## config.mk

```make
export PLATFORM = sky130hd
export DESIGN_NAME = action_encoder
export DESIGN_NICKNAME = d
export VERILOG_FILES = /design/src/rtl/action_encoder.sv
export SDC_FILE = /design/constraint.sdc
export NUM_CORES = 1
export LEC_CHECK = 0
export CAP_MARGIN = 20
export CORE_ASPECT_RATIO = 0.9
export CORE_UTILIZATION = 45
export DETAILED_ROUTE_END_ITERATION = 8
export PLACE_DENSITY_LB_ADDON = 0.25
export SKIP_LAST_GASP = 1
export SLEW_MARGIN = 0
export SYNTH_ARGS = -nofsm -noshare
export SYNTH_HDL_FRONTEND = slang
export SYNTH_SLANG_ARGS = --single-unit
```

## constraint.sdc

```tcl
create_clock -name clk -period 5.5 [get_ports clk]
set_clock_uncertainty 0.15 [all_clocks]
set_input_delay 0.55 -clock clk [delete_from_list [all_inputs] [get_ports clk]]
set_output_delay 0.55 -clock clk [all_outputs]
set_load 0.02 [all_outputs]
```

## src/rtl/action_encoder.sv

```systemverilog
// Encodes per-action enable vectors back into 4-bit action indices, one beat per set line,
// served round-robin from a persistent pointer. Flags zero-hot and multi-hot vectors.
module action_encoder #(
  parameter int N_ACT  = 15,
  parameter int CODE_W = 4,
  parameter int ERR_W  = 8
) (
  input  logic              clk,
  input  logic              rst,
  input  logic [N_ACT-1:0]  en_in,
  input  logic              in_valid,
  output logic              in_ready,
  output logic [CODE_W-1:0] at_out,
  output logic              out_valid,
  input  logic              out_ready,
  output logic              multi_hot,
  output logic              zero_err,
  output logic [ERR_W-1:0]  err_count
);

  localparam int IW = CODE_W + 1;

  typedef enum logic {IDLE, DRAIN} state_t;

  state_t             state_q, state_d;
  logic [N_ACT-1:0]   pending_q, pending_d;
  logic [CODE_W-1:0]  ptr_q, ptr_d;
  logic               multi_hot_q, multi_hot_d;
  logic               zero_err_q, zero_err_d;
  logic [ERR_W-1:0]   err_q, err_d;

  logic [CODE_W-1:0]  sel;
  logic [N_ACT-1:0]   sel_mask;
  logic [N_ACT-1:0]   pending_left;
  logic               is_multi;

  // Rotated priority search: first set pending bit at or above ptr, wrapping past the top line.
  always_comb begin
    logic [IW-1:0] idx;
    logic          found;
    sel   = '0;
    found = 1'b0;
    idx   = '0;
    for (int k = 0; k < N_ACT; k++) begin
      idx = {1'b0, ptr_q} + IW'(k);
      if (idx >= IW'(N_ACT)) begin
        idx = idx - IW'(N_ACT);
      end
      if (!found && pending_q[idx[CODE_W-1:0]]) begin
        sel   = idx[CODE_W-1:0];
        found = 1'b1;
      end
    end
  end

  generate
    for (genvar gi = 0; gi < N_ACT; gi++) begin : g_sel_mask
      assign sel_mask[gi] = (sel == CODE_W'(gi));
    end
  endgenerate

  assign pending_left = pending_q & ~sel_mask;
  assign is_multi     = |(en_in & (en_in - N_ACT'(1)));

  always_comb begin
    state_d     = state_q;
    pending_d   = pending_q;
    ptr_d       = ptr_q;
    multi_hot_d = 1'b0;
    zero_err_d  = 1'b0;
    err_d       = err_q;
    case (state_q)
      IDLE: begin
        if (in_valid) begin
          if (en_in == '0) begin
            zero_err_d = 1'b1;
            if (err_q != '1) begin
              err_d = err_q + ERR_W'(1);
            end
          end else begin
            pending_d   = en_in;
            multi_hot_d = is_multi;
            state_d     = DRAIN;
          end
        end
      end
      DRAIN: begin
        if (out_ready) begin
          pending_d = pending_left;
          ptr_d     = (sel == CODE_W'(N_ACT - 1)) ? '0 : sel + CODE_W'(1);
          if (pending_left == '0) begin
            state_d = IDLE;
          end
        end
      end
      default: state_d = IDLE;
    endcase
  end

  always_ff @(posedge clk) begin
    if (rst) begin
      state_q     <= IDLE;
      pending_q   <= '0;
      ptr_q       <= '0;
      multi_hot_q <= 1'b0;
      zero_err_q  <= 1'b0;
      err_q       <= '0;
    end else begin
      state_q     <= state_d;
      pending_q   <= pending_d;
      ptr_q       <= ptr_d;
      multi_hot_q <= multi_hot_d;
      zero_err_q  <= zero_err_d;
      err_q       <= err_d;
    end
  end

  assign in_ready  = (state_q == IDLE);
  assign out_valid = (state_q == DRAIN);
  assign at_out    = out_valid ? sel : '0;
  assign multi_hot = multi_hot_q;
  assign zero_err  = zero_err_q;
  assign err_count = err_q;

endmodule

```

# Yosys cells after proc, flatten, opt, wreduce, memory -nomap -nowiden
# Cells that the tools add are included.
# totals
out_inout_bits,16
ff_bits,30
inputBits,19
wordCells,214
# classes
addsub,32
bitwise,5
order_cmp,30
muxes,86
eq_ne,18
reduce_logical,37
# op_table
operator,count
$mux W4,32
$lt A4 B5 Y1 const B,15
$ge A5 B4 Y1 const B,14
$bmux W1 S4,15
$sub A4 B4 Y4 const B,15
$mux W15,3
$add A4 B4 Y5 const B,7
$mux W1,34
$and A15 B15 Y15,2
$logic_not A15 Y1,2
$pmux W15 S2,1
$eq A4 B4 Y1 const B,7
$add A4 B3 Y5 const B,4
$eq A4 B3 Y1 const B,4
$not A15 Y15,1
$reduce_or A15 Y1,1
$sub A15 B1 Y15 const B,1
$logic_and A1 B1 Y1,14
$logic_not A1 Y1,14
$add A4 B2 Y5 const B,2
$add A8 B1 Y8 const B,1
$eq A4 B2 Y1 const B,2
$ne A8 B8 Y1 const B,1
$ne A2 B2 Y1 const B,3
12 further kinds,13

# Depth between registers and ports, before layout
# depth
ltp_word,54
ltp_mapped,27
depth_no_buf,17

# Worst setup path before layout
# No wires, ideal clock.
# synth_timing
path_type,register to output
startpoint,register ptr_q[0]
endpoint,output at_out[3]
path_slack_ns,-0.167
stages_incl_launch_ff,21
n_path_buf,7
arrival_time_ns,4.967
required_ns,4.800
cell_sequence,dfxtp_1 -> buf_2 -> buf_6 -> inv_1 -> buf_2 -> buf_2 -> buf_2 -> ha_1 -> clkbuf_1 -> or2_2 -> a21boi_1 -> o32a_1 -> o311a_1 -> nor3_1 -> nand2_1 -> nor2_1 -> nand2_1 -> a2111o_1 -> a311oi_2 -> clkbuf_1 -> nor2_1
# synth_via
elab_chain_cells,48
elab_cells_between_ends,147
classes_between,add/sub (29); order compare (15); mux (75); reduce/logical (28)
# synth_lines
element,line_no,rtl
"start, declared",27,"logic [CODE_W-1:0] ptr_q, ptr_d;"
"start signal, assigned",111,ptr_q <= ptr_d;
branches (longest 46 deep; another with $add A4 B1 Y5),n/a,
$mux W4 (*),49,if (!found && pending_q[idx[CODE_W-1:0]]) begin
$mux W4 (*),120,assign at_out = out_valid ? sel : '0;
"end, declared",13,"output logic [CODE_W-1:0] at_out,"
# Mark *: on every way between the ends. The select of a mux whose other input is x is not followed.

# Worst setup path after layout
# layout_timing
startpoint,register ptr_q[2]
endpoint,output at_out[0]
# Same word-level chain as after synthesis.

==> results.md <==
- Dpl hpwl: 30.39 mm
- Async S/R FF share, synth: 0
- Leading area contributor after synthesis: dfxtp_1
- Synth area leaders: dfxtp_1, a21oi_1, mux2i_1
- Num ports: 35
- Hold slack: between 300 and 400 ps
- Status: complete, but fails checks
- Synth top area share: 0.07147
- PortBufs: 34
- Synth Area in Compound Gates: 0.4203
- Total number of vias: 11,210
- CP Launch Type: flop
- Met2 wire length: roughly 17 mm
- Die height: 131.6 um
- DRC: 4
- CTS tree: done
- Largest family of logic cells by synthesized area: compound AO/OA/AOI/OAI gates
- Fin crit period: approximately 5700 ps
- Pin count of the biggest net entering global routing: 31
- Initial core utilization: 0.4580
- Number of library cell types mapped by synthesis: 113
- Die Wd: between 100 and 150 um
- Share of cells above drive strength 1: 0.2518
- #FFs+latches synth: 30
- Worst-path clk slew: roughly 60 ps
- Total gr overflow: 0
- # setup viols final: 1
- Vias in the first global route: just over 10,000
- Post-Synth Adder-Cell Area: 0.02621
- Wire per inst: 24.48 um
- Max Fclk: 176.9 MHz
- Top fanout value on the critical path: 17
- First-pass GRT wire length: 61.26 mm
- Main synth FF type: dfxtp_1
- Initial antenna violation count: 1
- Detail Route met3 WL: 5.111 mm
- Max cap viols: 0
- Post-synthesis mux area share: 0.1068
- DR pass1 iterations: 8
- Worst-Margin Slew: 928.4 ps
- Syn Nets: ~1,200
- Mean Syn Cell Area: just under 7 sq um
- Die area: 0.01922 sq mm
- CORE AREA: 0.01835 sq mm
- Crit Path Category: flop to primary output
- Worst endpoint required time: 4800 ps
- Slew HR: 0.3802
- Final instance area: 0.01069 sq mm
- Number of H-tree levels: 2
- NumNets Final: around 1,400
- Yosys warns: 0
- Simple-gate portion of the synthesized area: 0.2622
- Clock latency on the worst-skew pair: 290 ps
- Netlist Area Pre-Place: 0.008403 sq mm
- Data arrival time of the worst path: 4950 ps
- Area grow syn2layout: 27.25%
- Number of CTS-inserted buffers: 5
- XOR/XNOR Fraction of Synth Area: 0.03261
- Setup TNS: -152.9 ps
- Sink count of the clock tree: 30
- Synth top cells by count: nand2_1, a21oi_1, nor2_1
- Routability congestion estimate: 1.126
- GR Util All Layers: 0.4099
- Final Hold Vio Count: 0
- Syn Inst Count: 1,213
- Clk buf depth: 2
- Row count: 47
- Number of synthesized flops with an enable pin: 0
- Area after DPL: 0.01031 sq mm
- Worst Hold Class: flop to flop
- Wl on met1: 16.14 mm
- CTS Root Cell: clkbuf_16
- Routed Antenna Nets: 0
- Crit. End Element: primary output
- RSZ-0062 raised after global routing: yes
- Post-route setup slack: -152.9 ps
- Final period util: 1.028
- Top layer in use: met4
- Post-synthesis sequential area ratio: 0.07147
- Final Max Tran Viols: 0
- Via/cell ratio: 6.862
- First DRT Iteration DRCs: 1,420
- Most common cell in the netlist: nand2_1
- Failing checks: design-rule violations, negative setup slack
- Routed WL: 39.98 mm
final timing paths:
path / from / endpoint / slack, ps / depth (start not counted)
setup reg to reg: ptr_q[0] / out_valid / 90 / 20
setup / recovery: ptr_q[2] / at_out[0] / -150 / 17
hold reg to reg: err_count[1] / err_count[1] / 390 / 2
hold / removal: err_count[1] / err_count[1] / 390 / 2
layer usage:
metal	vias up	global-route usage
li1	5043	-
met1	5214	0.5551
met2	785	0.6159
met3	163	0.08333
met4	0	0.2002
met5	-	0
per-stage QoR:
stage | cells | setup slack [ps] | util
after floorplan | 1213 | 19.76 | -
after global placement | 1616 | 54.20 | 0.5619
after detailed placement | 1616 | 71.61 | 0.5619
after CTS | 1624 | -145.4 | 0.5712
after global routing | 1631 | -335.1 | 0.5825
final | 1633 | -152.9 | 0.5828
cell usage in the layout, fill, tap and decap left out, types with 13 or more instances in the layout:
cell / synthesis / final
a21oi_1: 102 / 101
nor2_1: 93 / 91
nor3_1: 32 / 32
o21ai_0: 82 / 80
nand2_1: 123 / 123
o211ai_1: 20 / 20
a211oi_1: 26 / 25
ha_1: 16 / 13
inv_1: 28 / 26
nand2b_1: 24 / 24
a31oi_1: 24 / 23
o22ai_1: 13 / 13
nor2b_1: 16 / 15
nand3_1: 43 / 42
buf_4: 6 / 227
clkdlybuf4s50_1: 0 / 32
dfxtp_1: 30 / 27
and2_1: 16 / 15
a21o_1: 18 / 18
mux2i_1: 50 / 49
logic make-up (layout without fill, tap and decap cells):
| logic type | Yosys count | in the layout |
|---|---|---|
| buf+inv | 137 | 310 |
| flops | 30 | 30 |
| mux | 74 | 74 |
| xor+xnor | 27 | 27 |
| compound gates | 491 | 491 |
| simple gates | 436 | 436 |
| fa+ha+maj | 18 | 18 |
| other cells | 0 | 2 |
timing repair:
| item | in CTS | in global routing |
|---|---|---|
| pin swaps | 1 | 8 |
| gates resized for setup | 6 | 35 |
| buffers inserted | 0 | 6 |
| hold endpoints to repair | 0 | 0 |
| hold buffers | 0 | 0 |
| setup endpoints to repair | 4 | 11 |
critical path: stages, from the launching register on:
cell	delay (ps)
dfxtp_2	350
buf_12	160
ha_1	400
buf_4	220
nor2b_1	370
buf_4	190
o31ai_1	70
a21oi_1	330
mux4_2	590
mux2i_2	230
buf_4	220
nand2_1	80
o21ai_0	190
o211ai_1	140
a31o_1	250
and2_4	160
nor2_1	100
clkdlybuf4s50_1	620
flip-flops by register name, summed over array words and instances (netlist names):
| register | flops |
|---|---|
| zero_err | 1 |
| out_valid | 1 |
| pending_q | 15 |
| ptr_q | 4 |
| err_count | 8 |
| multi_hot | 1 |
layout make-up:
cell class	instances	area [sq um]
Antenna cell	2	5.005
Clock buffer	6	138.9
Clock inverter	2	12.51
Fill cell	1801	7655
Inverter	33	123.9
Multi-Input combinational cell	1046	7315
Sequential cell	30	606.8
Tap cell	245	306.5
Timing Repair Buffer	269	2185
Power is not shown: default switching activity piles up to over one toggle a cycle in this logic, so the estimate is an artifact.
